===== config.mk =====
export PLATFORM = sky130hd
export DESIGN_NAME = hazard_ctrl_flat
export DESIGN_NICKNAME = d
export VERILOG_FILES = /design/src/rtl/hazard_ctrl_if.sv /design/src/rtl/hazard_ctrl.sv /design/src/flat_wrapper.sv
export SDC_FILE = /design/constraint.sdc
export NUM_CORES = 1
export LEC_CHECK = 0
export CAP_MARGIN = 25
export CORE_ASPECT_RATIO = 1.25
export CORE_MARGIN = 1
export CORE_UTILIZATION = 55
export DETAILED_ROUTE_END_ITERATION = 8
export DONT_BUFFER_PORTS = 1
export PLACE_DENSITY = 0.7
export SYNTH_ARGS = -nofsm -noshare
export SYNTH_HDL_FRONTEND = slang
export SYNTH_SLANG_ARGS = --single-unit
export TNS_END_PERCENT = 50

===== constraint.sdc =====
create_clock -name clk -period 3.52 [get_ports clk]
set_input_delay 1.056 -clock clk [delete_from_list [all_inputs] [get_ports clk]]
set_output_delay 1.056 -clock clk [all_outputs]
set_load 0.02 [all_outputs]

===== src/rtl/hazard_ctrl_if.sv =====
// Hazard-controller bundle: pipeline hazard inputs and the stall/flush controls
// driven back to the pipeline. The master is the pipeline; the controller is the slave.
interface hazard_ctrl_if #(
  parameter int REG_AW = 5,
  parameter int CNT_W  = 16
);
  logic              id_ex_mem_rd;
  logic              id_ex_reg_wr;
  logic [REG_AW-1:0] id_ex_rd;
  logic [REG_AW-1:0] if_id_rs1;
  logic [REG_AW-1:0] if_id_rs2;
  logic              if_id_rs1_used;
  logic              if_id_rs2_used;
  logic              ex_redirect;
  logic              mem_req;
  logic              mem_ready;
  logic              pc_wr;
  logic              if_id_wr;
  logic              id_ex_wr;
  logic              ex_mem_wr;
  logic              mem_wb_wr;
  logic              if_id_flush;
  logic              id_ex_flush;
  logic [1:0]        stall_cause;
  logic [CNT_W-1:0]  stall_cycles;

  modport master (
    output id_ex_mem_rd, id_ex_reg_wr, id_ex_rd, if_id_rs1, if_id_rs2,
           if_id_rs1_used, if_id_rs2_used, ex_redirect, mem_req, mem_ready,
    input  pc_wr, if_id_wr, id_ex_wr, ex_mem_wr, mem_wb_wr,
           if_id_flush, id_ex_flush, stall_cause, stall_cycles
  );

  modport slave (
    input  id_ex_mem_rd, id_ex_reg_wr, id_ex_rd, if_id_rs1, if_id_rs2,
           if_id_rs1_used, if_id_rs2_used, ex_redirect, mem_req, mem_ready,
    output pc_wr, if_id_wr, id_ex_wr, ex_mem_wr, mem_wb_wr,
           if_id_flush, id_ex_flush, stall_cause, stall_cycles
  );
endinterface


===== src/rtl/hazard_ctrl.sv =====
// Pipeline hazard controller: multi-cycle load-use stall, data-memory freeze,
// redirect flush and a saturating stall-cycle counter. Controls are combinational.
module hazard_ctrl #(
  parameter int REG_AW   = 5,
  parameter int LOAD_LAT = 1,
  parameter int CNT_W    = 16
) (
  input  logic          clk,
  input  logic          rstn,
  hazard_ctrl_if.slave  hif
);
  localparam int LW = $clog2(LOAD_LAT + 1);
  localparam logic [LW-1:0] LU_INIT = LW'(LOAD_LAT - 1);

  typedef enum logic [1:0] {IDLE, LU_STALL, MEM_WAIT} state_t;

  state_t           state_q, state_d;
  state_t           resume_q, resume_d;
  state_t           eff_state;
  logic [LW-1:0]    lu_cnt_q, lu_cnt_d;
  logic [CNT_W-1:0] stall_cycles_q, stall_cycles_d;

  logic [REG_AW-1:0] ex_rd, rs1, rs2;
  logic              lu_hit, freeze;
  logic              pc_wr, if_id_wr, id_ex_wr, ex_mem_wr, mem_wb_wr;
  logic              if_id_flush, id_ex_flush;
  logic [1:0]        stall_cause;

  assign ex_rd  = hif.id_ex_rd;
  assign rs1    = hif.if_id_rs1;
  assign rs2    = hif.if_id_rs2;
  assign lu_hit = hif.id_ex_mem_rd & hif.id_ex_reg_wr & (ex_rd != '0) &
                  ((hif.if_id_rs1_used & (rs1 == ex_rd)) |
                   (hif.if_id_rs2_used & (rs2 == ex_rd)));
  assign freeze = hif.mem_req & ~hif.mem_ready;

  // MEM_WAIT is transparent once memory completes: act as the remembered state.
  assign eff_state = (state_q == MEM_WAIT) ? resume_q : state_q;

  always_comb begin
    state_d        = state_q;
    resume_d       = resume_q;
    lu_cnt_d       = lu_cnt_q;
    pc_wr          = 1'b1;
    if_id_wr       = 1'b1;
    id_ex_wr       = 1'b1;
    ex_mem_wr      = 1'b1;
    mem_wb_wr      = 1'b1;
    if_id_flush    = 1'b0;
    id_ex_flush    = 1'b0;
    stall_cause    = 2'b00;

    if (!rstn) begin
      {pc_wr, if_id_wr, id_ex_wr, ex_mem_wr, mem_wb_wr} = 5'b0;
      if_id_flush = 1'b1;
      id_ex_flush = 1'b1;
      state_d     = IDLE;
      resume_d    = IDLE;
      lu_cnt_d    = '0;
    end else if (freeze) begin
      {pc_wr, if_id_wr, id_ex_wr, ex_mem_wr, mem_wb_wr} = 5'b0;
      stall_cause = 2'b10;
      state_d     = MEM_WAIT;
      resume_d    = eff_state;
    end else begin
      state_d = eff_state;
      if (hif.ex_redirect) begin
        if_id_flush = 1'b1;
        id_ex_flush = 1'b1;
        stall_cause = 2'b11;
        state_d     = IDLE;
        lu_cnt_d    = '0;
      end else if (eff_state == LU_STALL || lu_hit) begin
        pc_wr       = 1'b0;
        if_id_wr    = 1'b0;
        id_ex_flush = 1'b1;
        stall_cause = 2'b01;
        // lu_hit is deliberately ignored while already stalling.
        if (eff_state == LU_STALL) begin
          if (lu_cnt_q <= LW'(1)) begin
            state_d  = IDLE;
            lu_cnt_d = '0;
          end else begin
            state_d  = LU_STALL;
            lu_cnt_d = lu_cnt_q - LW'(1);
          end
        end else if (LOAD_LAT > 1) begin
          state_d  = LU_STALL;
          lu_cnt_d = LU_INIT;
        end else begin
          state_d  = IDLE;
        end
      end
    end

    stall_cycles_d = stall_cycles_q;
    if (!pc_wr && (stall_cycles_q != '1))
      stall_cycles_d = stall_cycles_q + CNT_W'(1);
  end

  always_ff @(posedge clk) begin
    if (!rstn) begin
      state_q        <= IDLE;
      resume_q       <= IDLE;
      lu_cnt_q       <= '0;
      stall_cycles_q <= '0;
    end else begin
      state_q        <= state_d;
      resume_q       <= resume_d;
      lu_cnt_q       <= lu_cnt_d;
      stall_cycles_q <= stall_cycles_d;
    end
  end

  assign hif.pc_wr        = pc_wr;
  assign hif.if_id_wr     = if_id_wr;
  assign hif.id_ex_wr     = id_ex_wr;
  assign hif.ex_mem_wr    = ex_mem_wr;
  assign hif.mem_wb_wr    = mem_wb_wr;
  assign hif.if_id_flush  = if_id_flush;
  assign hif.id_ex_flush  = id_ex_flush;
  assign hif.stall_cause  = stall_cause;
  assign hif.stall_cycles = stall_cycles_q;
endmodule


===== src/flat_wrapper.sv =====
// flat-port wrapper written by rule: the top's interface ports become plain ports
module hazard_ctrl_flat 
#(
  parameter int REG_AW   = 5,
  parameter int LOAD_LAT = 1,
  parameter int CNT_W    = 16
)
  (clk, rstn, hif_id_ex_mem_rd, hif_id_ex_reg_wr, hif_id_ex_rd, hif_if_id_rs1, hif_if_id_rs2, hif_if_id_rs1_used, hif_if_id_rs2_used, hif_ex_redirect, hif_mem_req, hif_mem_ready, hif_pc_wr, hif_if_id_wr, hif_id_ex_wr, hif_ex_mem_wr, hif_mem_wb_wr, hif_if_id_flush, hif_id_ex_flush, hif_stall_cause, hif_stall_cycles);
  hazard_ctrl_if #(.REG_AW(REG_AW), .CNT_W(CNT_W)) hif_i ();
  input  logic clk;
  input  logic rstn;
  input wire logic [$bits(hif_i.id_ex_mem_rd)-1:0] hif_id_ex_mem_rd;
  input wire logic [$bits(hif_i.id_ex_reg_wr)-1:0] hif_id_ex_reg_wr;
  input wire logic [$bits(hif_i.id_ex_rd)-1:0] hif_id_ex_rd;
  input wire logic [$bits(hif_i.if_id_rs1)-1:0] hif_if_id_rs1;
  input wire logic [$bits(hif_i.if_id_rs2)-1:0] hif_if_id_rs2;
  input wire logic [$bits(hif_i.if_id_rs1_used)-1:0] hif_if_id_rs1_used;
  input wire logic [$bits(hif_i.if_id_rs2_used)-1:0] hif_if_id_rs2_used;
  input wire logic [$bits(hif_i.ex_redirect)-1:0] hif_ex_redirect;
  input wire logic [$bits(hif_i.mem_req)-1:0] hif_mem_req;
  input wire logic [$bits(hif_i.mem_ready)-1:0] hif_mem_ready;
  output wire logic [$bits(hif_i.pc_wr)-1:0] hif_pc_wr;
  output wire logic [$bits(hif_i.if_id_wr)-1:0] hif_if_id_wr;
  output wire logic [$bits(hif_i.id_ex_wr)-1:0] hif_id_ex_wr;
  output wire logic [$bits(hif_i.ex_mem_wr)-1:0] hif_ex_mem_wr;
  output wire logic [$bits(hif_i.mem_wb_wr)-1:0] hif_mem_wb_wr;
  output wire logic [$bits(hif_i.if_id_flush)-1:0] hif_if_id_flush;
  output wire logic [$bits(hif_i.id_ex_flush)-1:0] hif_id_ex_flush;
  output wire logic [$bits(hif_i.stall_cause)-1:0] hif_stall_cause;
  output wire logic [$bits(hif_i.stall_cycles)-1:0] hif_stall_cycles;
  assign hif_i.id_ex_mem_rd = hif_id_ex_mem_rd;
  assign hif_i.id_ex_reg_wr = hif_id_ex_reg_wr;
  assign hif_i.id_ex_rd = hif_id_ex_rd;
  assign hif_i.if_id_rs1 = hif_if_id_rs1;
  assign hif_i.if_id_rs2 = hif_if_id_rs2;
  assign hif_i.if_id_rs1_used = hif_if_id_rs1_used;
  assign hif_i.if_id_rs2_used = hif_if_id_rs2_used;
  assign hif_i.ex_redirect = hif_ex_redirect;
  assign hif_i.mem_req = hif_mem_req;
  assign hif_i.mem_ready = hif_mem_ready;
  assign hif_pc_wr = hif_i.pc_wr;
  assign hif_if_id_wr = hif_i.if_id_wr;
  assign hif_id_ex_wr = hif_i.id_ex_wr;
  assign hif_ex_mem_wr = hif_i.ex_mem_wr;
  assign hif_mem_wb_wr = hif_i.mem_wb_wr;
  assign hif_if_id_flush = hif_i.if_id_flush;
  assign hif_id_ex_flush = hif_i.id_ex_flush;
  assign hif_stall_cause = hif_i.stall_cause;
  assign hif_stall_cycles = hif_i.stall_cycles;
  hazard_ctrl #(.REG_AW(REG_AW), .LOAD_LAT(LOAD_LAT), .CNT_W(CNT_W)) u_core (.clk(clk), .rstn(rstn), .hif(hif_i));
endmodule

==> results by stage, run 1 <==
Timing:
- Clock skew on the completed layout was measured at 8.75 ps.
- Timing would allow up to roughly 0.3 GHz.
- The final-report max-slew violation count is 0.
- The number of failing hold endpoints at the final stage is 0.
- On the final layout, the worst hold slack is 501 ps.
- Measured against its own limit, the worst slew margin works out to 64.7%.
- The clock period minus final worst setup slack is 3430 ps.
- At the pin with the least slew margin, the transition time is 529 ps.
- Setup repair after global routing left no endpoint under its margin.
- The summed negative setup slack over all endpoints is 0 ps.
- The final critical path takes up 97.4% of the cycle.
- Setup violations remaining at the end of the flow were counted as 0.

Floorplanning:
- The core area is 2000 um^2.
- Measured along the x axis, the die boundary spans 43.5 um.
- The die covers 2340 um^2.
- The floorplan step set the die height to 53.9 um.
- The number of placement rows is 18.
- The number of top-level design ports is 49.
- For this configuration, the core starts out at a cell density of 59.1%.

Finish:
- Once layout is complete, the utilization of the core stands at 61.9%.
- The footprint of the flip-flops and latches is ~400 um^2.
- The number of fill cells is 195.
- The multi-input combinational cells in the finished layout cover a total of just over 700 um^2.
- The proportion of layout cells with a drive suffix above 1 is 7.24%.
- The layout net count is 178.
- The number of diodes is 0.
- Relative to the synthesized area, the layout overhead comes to 4.86%.
- The count of cells in the finished layout, fillers not included, comes to between 150 and 200.

Clock network:
- Clock tree synthesis inserted a total of 3 buffers.
- For the worst-skew pair, the clock arrives at the later sink with an insertion delay of 310 ps.
- The clock sink total is 20.
- The post-CTS setup-driven buffer insertion count is 0.
- The CTS tree is built.
- The number of buffers inserted for hold repair after clock tree synthesis is 0.
- The H-tree level count is 1.
- The post-cts resize count is 0.
- After clock tree synthesis, the clock-pin slew on the worst setup and hold paths is 120 ps.
- The clock tree root driver cell is sky130_fd_sc_hd__clkbuf_4.
- The number of buffers on the longest clock path is 2.

Placed design:
- The global placement routability congestion is approximately 0.71.
- The count of placed standard cells including taps is 168.
- The count of port buffers added during placement is 0.
- Summed over all nets, the half-perimeter wirelength after detailed placement is 1890 um.

Logic synthesis:
- The count of synthesis-stage warnings from yosys is 0.
- Summing the areas of all and, or, nand and nor instances in the mapped netlist gives about 30% of the synthesized area.
- The cell type with the largest total area after synthesis is sky130_fd_sc_hd__dfxtp_1.
- The count of cell types in the netlist is 35.
- The dominant combinational cell family by area after synthesis is simple AND/OR/NAND/NOR gates.
- After synthesis, the largest area contributor takes up between 30% and 40% of total cell area.
- The register area share after synthesis is about a third.
- Summing the areas of all compound-gate instances in the mapped netlist gives approximately a fifth of the synthesized area.
- The synthesized area divided by synthesized cell count is 7.79 um^2.
- In the synthesized netlist, the cells that appear most often are sky130_fd_sc_hd__dfxtp_1 (20), sky130_fd_sc_hd__a21oi_1 (18), sky130_fd_sc_hd__o21ai_0 (16).
- After synthesis the cells add up to 1180 um^2.
- The number of synthesized flops with an enable pin is 0.
- In the post-synthesis netlist, the cell with the most instances is sky130_fd_sc_hd__dfxtp_1.
- The synthesis-stage register bit count is 20.
- The synthesized netlist devotes 8.14% of its cell area to XOR and XNOR gates.
- After synthesis, the share of flip-flops with an asynchronous set or reset is 0%.
- The share of synthesized area spent on multiplexers is less than 1%.
- The synthesized-area fraction occupied by adder cells is 1.06%.
- The count of mapped cells out of synthesis is 152.
- Among all flip-flop cells after synthesis, the most frequent one is sky130_fd_sc_hd__dfxtp_1.
- Ranked by total cell area, the synthesized netlist is headed by sky130_fd_sc_hd__dfxtp_1 (34%), sky130_fd_sc_hd__a21oi_1 (7.6%), sky130_fd_sc_hd__xnor2_1 (7.4%), sky130_fd_sc_hd__o21ai_0 (6.8%), sky130_fd_sc_hd__or3_1 (6.3%).
- The net count after synthesis is around 180.

Critical path:
- Data on the critical path arrives at its endpoint at between 2000 and 2500 ps.
- The worst setup path is captured at a primary output.
- The critical path class is input port to primary output.
- The required arrival time at the worst endpoint is 2460 ps.
- The category of the worst setup path launch point is an input port.
- Of all nets on the critical path, the largest fanout is 3.

Power and ir drop:
- The maximum resistive drop on vdd is around 0.29 mV.
- The static leakage power is 0.389 nW.
- For this design the ratio of total power to cell area is ~390 nW/um^2.

Outcome:
- The final reports fail on DRC.
- The flow ran to the end, but the final reports show violations.

GRT:
- The number of antenna violations at the first check in global routing is 0.
- The number of global-route vias before repair came to 1045.
- The leftover overflow at the end of global routing is 0.
- The total routing usage reported by global routing is 23.8%.
- Entering global routing, the biggest net connects 31 pins.
- The first global-routing pass estimated roughly 4200 um of wire.

Detailed routing:
- Before antenna repair, the detailed router went through 6 iterations.
- Dividing the detail-routed via count by the number of cells gives 6.44.
- The routed wire length per instance is around 15 um.
- The total number of vias is 1108.
- For this block, the initial DRC count from the detailed router was 34.
- Once detail routing completed, the nets flagged for antenna violations numbered 0.
- For this block, the routed nets add up to 2510 um of wire.
- The total DRC errors in the routed layout is 12.

Job:
- Max-cap violations in this run came to 0.

Min path:
- The type of the worst min-delay path is flip-flop to flip-flop.
==> cell usage in the layout (no fill, tap or decap), types with 2 or more instances in the layout <==
cell	n
sky130_fd_sc_hd__o31ai_1	2
sky130_fd_sc_hd__dfxtp_1	20
sky130_fd_sc_hd__clkbuf_4	3
sky130_fd_sc_hd__nor2b_1	2
sky130_fd_sc_hd__or4_1	3
sky130_fd_sc_hd__a21oi_1	18
sky130_fd_sc_hd__inv_1	2
sky130_fd_sc_hd__nand2b_1	2
sky130_fd_sc_hd__buf_4	3
sky130_fd_sc_hd__and3_1	3
sky130_fd_sc_hd__nand2_1	15
sky130_fd_sc_hd__or3_1	12
sky130_fd_sc_hd__o21ai_0	16
sky130_fd_sc_hd__xnor2_1	10
sky130_fd_sc_hd__nand4_1	8
sky130_fd_sc_hd__nand3_1	5
sky130_fd_sc_hd__nor3_1	3
sky130_fd_sc_hd__nor2_1	8
==> sequential cells by signal (all words and copies together) (netlist names) <==
register / cells
u_core.state_q: 2
u_core.hif.stall_cycles: 16
u_core.resume_q: 2
==> worst max-delay path, stage by stage <==
cell and delay (ps):
sky130_fd_sc_hd__or4_1 520, sky130_fd_sc_hd__o211ai_2 170, sky130_fd_sc_hd__nand2b_1 160, sky130_fd_sc_hd__and3b_1 190, sky130_fd_sc_hd__o21ai_0 100, sky130_fd_sc_hd__buf_4 170
==> stage by stage <==
stage	setup WS (ps)	power, mW	area, um^2
after floorplan	88.0	0.296	1190
after global placement	137	0.300	1190
after detailed placement	87.2	0.301	1190
after CTS	91.0	0.487	1240
after global routing	8.93	0.498	1240
final	92.2	0.486	1240
==> kinds of logic (layout without fill, tap and decap cells) <==
logic type,Yosys count,after routing
AO/OA/AOI/OAI,41,41
XOR/XNOR,11,11
adder cells (fa/ha/maj),1,1
buffers and inverters,11,11
flip-flops,20,20
multiplexers,1,1
AND/OR/NAND/NOR,67,67
==> cell type report <==
cell class | count | area share [%]
clock buffer | 3 | 1.81
clock inverter | 1 | 2.42
inverter | 3 | 0.907
multi-input combinational | 121 | 57.2
sequential | 20 | 32.3
tap | 20 | 2.02
timing repair buffer | 4 | 3.43
==> worst paths after layout <==
kind / endpoint / startpoint / cells after the start / slack (ps)
max: hif_id_ex_flush / hif_id_ex_rd[0] / 6 / 90
min reg2reg: u_core.resume_q[1] / u_core.resume_q[1] / 2 / 500
min: u_core.resume_q[1] / u_core.resume_q[1] / 2 / 500
max reg2reg: u_core.hif.stall_cycles[14] / u_core.hif.stall_cycles[0] / 7 / 1380
==> per-layer routing <==
metal | wire length [um] | up-vias | track usage (%) | share of wire (%)
li1 | - | 550 | - | -
met1 | 969 | 507 | 25.9 | 39
met2 | 1330 | 47 | 45.5 | 53
met3 | 184 | 4 | 6.38 | 7.3
met4 | 26 | 0 | 6.25 | 1.0
met5 | 0 | - | 0 | 0
==> power by group <==
part | internal, mW | switching [mW]
Combinational | 0.0239 | 0.0330
Clock | 0.115 | 0.0741
Sequential | 0.230 | 0.00964
(Power assumes the default switching activity.)
==> run 2, diff against run 1 <==
Settings changed: PLACE_DENSITY 0.7 to 0.69, SKIP_CTS_REPAIR_TIMING from default to 1.
==> run 2 against run 1 <==
The run still ends with DRC left. Wire length decreased by 2.6%. Utilization unchanged. Register-to-register slack about the same. Cell area unchanged. First-iteration DRC count increased by 15%. Clock power about the same. Critical endpoint unchanged. Largest cell class unchanged.
==> results by stage, run 2 (same netlist as run 1, synthesis figures left out) <==
Power and ir drop:
- The final total power is 0.487 mW (+0.17%).
- The total power density per cell area was 392 nW/um^2 (+0.17%).
- The static leakage power is 0.389 nW (unchanged).
- The maximum resistive drop on vdd was 0.298 mV (+3.7%).

Detailed routing:
- The routed wire length per instance is 14.2 um (-2.6%).
- The total DRC errors in the routed layout was 12 (unchanged).
- The number of iterations in the first detailed-routing pass is 6 (unchanged).
- The wire length reported by the detailed router is 2450 um (-2.6%).
- The DRC violation total after the first TritonRoute iteration is 39 (+15%).
- The residual antenna-violating net count after detailed routing was 0 (unchanged).
- The total number of vias is 1093 (-1.4%).
- The routed via count divided by cell count is 6.35 (-1.4%).

Critical path:
- The category of the worst setup path launch point is an input port.
- The biggest cell delay along the critical path came to 530 ps (about the same).
- The worst reg2reg path depth is 7 (unchanged).
- The endpoint identified for the worst register-to-register timing path is u_core.hif.stall_cycles[5].
- The worst register-to-register path begins at u_core.hif.stall_cycles[0].
- The count of buffer and inverter cells on the critical path was 1 (unchanged).
- The worst setup path is captured at a primary output.
- Tracing the worst setup path back leads to its startpoint at hif_id_ex_rd[0].
- The setup slack of the most critical reg-to-reg path came to 1380 ps (about the same).
- The required arrival time at the worst endpoint is 2460 ps (about the same).
- In this design, the largest share of critical-path delay is due to simple AND/OR/NAND/NOR gates.
- By startpoint and endpoint, the worst setup path is classified as input port to primary output.
- On the critical path, the stage with the largest delay is an instance of sky130_fd_sc_hd__or4_1.
- Walking the worst path, the cells encountered are or4_1, o211ai_2, nand2b_1, and3b_1, o21ai_0, buf_4.
- The maximum net fanout on the critical path is 3 (unchanged).
- The arrival time of the worst setup path came to 2340 ps (-30 ps).

Timing:
- The final-report max-slew violation count is 0 (unchanged).
- The slew at the pin closest to its max-slew limit is 527 ps (-2.33 ps).
- The smallest hold slack was 511 ps (+9.73 ps).
- Setup repair after global routing left no endpoint under its margin.
- The relative max-transition margin is 64.8% (+0.16 points).
- The timing-limited maximum frequency is 0.294 GHz (+0.92%).
- The clock period minus final worst setup slack came to 3400 ps (-31.1 ps).
- The summed negative setup slack over all endpoints is 0 ps (unchanged).
- The total setup violations reported at the end of the flow came to 0 (unchanged).
- The worst clock skew on the final layout is 0.623 ps (-8.13 ps).
- The post-route worst setup slack was 123 ps (+31.1 ps).
- The number of failing hold endpoints at the final stage came to 0 (unchanged).
- The part of the cycle the worst path needs is 96.5% (-0.88 points).

Floorplanning:
- The number of placement rows was 18 (unchanged).
- The x dimension of the die is 43.5 um (unchanged).
- The effective utilization at floorplan is 59.1% (unchanged).
- The die span in y came to 53.9 um (unchanged).
- The number of top-level design ports was 49 (unchanged).
- The full die area came to 2340 um^2 (unchanged).
- The core area is 2000 um^2 (unchanged).

Clock network:
- The CTS tree is built.
- The clock latency on the worst-skew pair is 310 ps (about the same).
- The number of buffers on the longest clock path is 2 (unchanged).
- The clock input transition at the sequential cells of the worst setup and hold paths is 110 ps (about the same).
- The clock sink total is 20 (unchanged).
- The H-tree level count was 1 (unchanged).
- The number of clock buffers inserted by TritonCTS is 3 (unchanged).
- The cell sitting at the root of the clock tree is a sky130_fd_sc_hd__clkbuf_4.

Finish:
- The number of flip-flops under the largest register name was 16 (unchanged).
- The number of diodes came to 0 (unchanged).
- The layout net count came to 178 (unchanged).
- The area added between synthesis and finish is 4.86% (unchanged).
- The proportion of layout cells with a drive suffix above 1 is 7.24% (unchanged).
- The footprint of the flip-flops and latches is 400 um^2 (unchanged).
- The number of fill cells is 174 (-11%).
- The top cell types in the final layout, fill and taps aside, are sky130_fd_sc_hd__dfxtp_1 (20), sky130_fd_sc_hd__a21oi_1 (18), sky130_fd_sc_hd__o21ai_0 (16), sky130_fd_sc_hd__nand2_1 (15), sky130_fd_sc_hd__or3_1 (12).
- Leaving out fill and tap cells, the most frequent cell in the layout is sky130_fd_sc_hd__dfxtp_1.
- The area of combinational cells with multiple inputs is 709 um^2 (unchanged).

Outcome:
- The checks that failed: DRC.
- The run finished, with violations left.

GRT:
- The total routing usage reported by global routing was 23.3% (-0.51 points).
- The number of antenna violations at the first check in global routing is 0 (unchanged).
- The global-route wire length before repair is 4160 um (-2.0%).
- The leftover overflow at the end of global routing came to 0 (unchanged).
- The number of global-route vias before repair was 995 (-4.8%).
- The pin count of the biggest net entering global routing is 31 (unchanged).

Placed design:
- The count of port buffers added during placement is 0 (unchanged).
- The placed wire-length estimate after detailed placement was 1820 um (-3.4%).
- The global placement routability congestion came to 0.700 (-1.7%).
- The post-placement worst setup slack was 115 ps (+27.5 ps).

Min path:
- The type of the worst min-delay path is flip-flop to flip-flop.
- For hold timing, the worst endpoint is u_core.resume_q[1].
- The number of stages on the worst hold path is 2 (unchanged).
- The worst hold path begins at u_core.resume_q[1].

Job:
- The number of maximum-capacitance constraint violations is 0 (unchanged).
## run 2: cell counts in the layout (fill, tap and decap cells not counted)
No cell type changed its count.
## run 2: routing by layer
layer / vias to the layer above / GRT usage, % / wire length, um
li1: 550 / - / -
met4: 0 / 9.90 / 42
met3: 5 / 6.38 / 186
met1: 496 / 26.4 / 1030
met5: - / 0 / 0
met2: 42 / 41.2 / 1190
## run 2: worst max-delay path by stage
stage | endpoint | slack, ps | cells past startpoint
2_1_floorplan | hif_pc_wr | 90 | 6
3_3_place_gp | hif_id_ex_flush | 140 | 6
3_5_place_dp | hif_id_ex_flush | 110 | 6
4_1_cts | hif_id_ex_flush | 110 | 6
5_1_grt | hif_id_ex_flush | 20 | 6
6_report | hif_id_ex_flush | 120 | 6
## run 2: worst register-to-register path, stage by stage (launching register included)
cell	delay (ps)
sky130_fd_sc_hd__dfxtp_1	430
sky130_fd_sc_hd__ha_1	290
sky130_fd_sc_hd__and2_0	290
sky130_fd_sc_hd__nand3_1	160
sky130_fd_sc_hd__a22oi_2	50
sky130_fd_sc_hd__buf_4	220
sky130_fd_sc_hd__or4_1	490
sky130_fd_sc_hd__a21oi_1	150
## run 2: through the flow
step | utilization (%) | instance area [um^2] | std cells
2_1_floorplan | - | 1190 | 152
3_3_place_gp | 59.3 | 1190 | 168
3_5_place_dp | 59.3 | 1190 | 168
4_1_cts | 61.9 | 1240 | 172
5_1_grt | 61.9 | 1240 | 172
6_report | 61.9 | 1240 | 172
## run 2: where the power goes
group	internal, mW	total [mW]	switching, mW
combinational	0.0237	0.0563	0.0326
clock	0.115	0.191	0.0755
sequential	0.230	0.240	0.00955
## run 2: cell type report
| type | count | share of cell area (%) |
|---|---|---|
| Multi-Input combinational cell | 121 | 57.2 |
| Sequential cell | 20 | 32.3 |
| Timing Repair Buffer | 4 | 3.43 |
| Clock inverter | 1 | 2.42 |
| Tap cell | 20 | 2.02 |
| Clock buffer | 3 | 1.81 |
| Inverter | 3 | 0.907 |
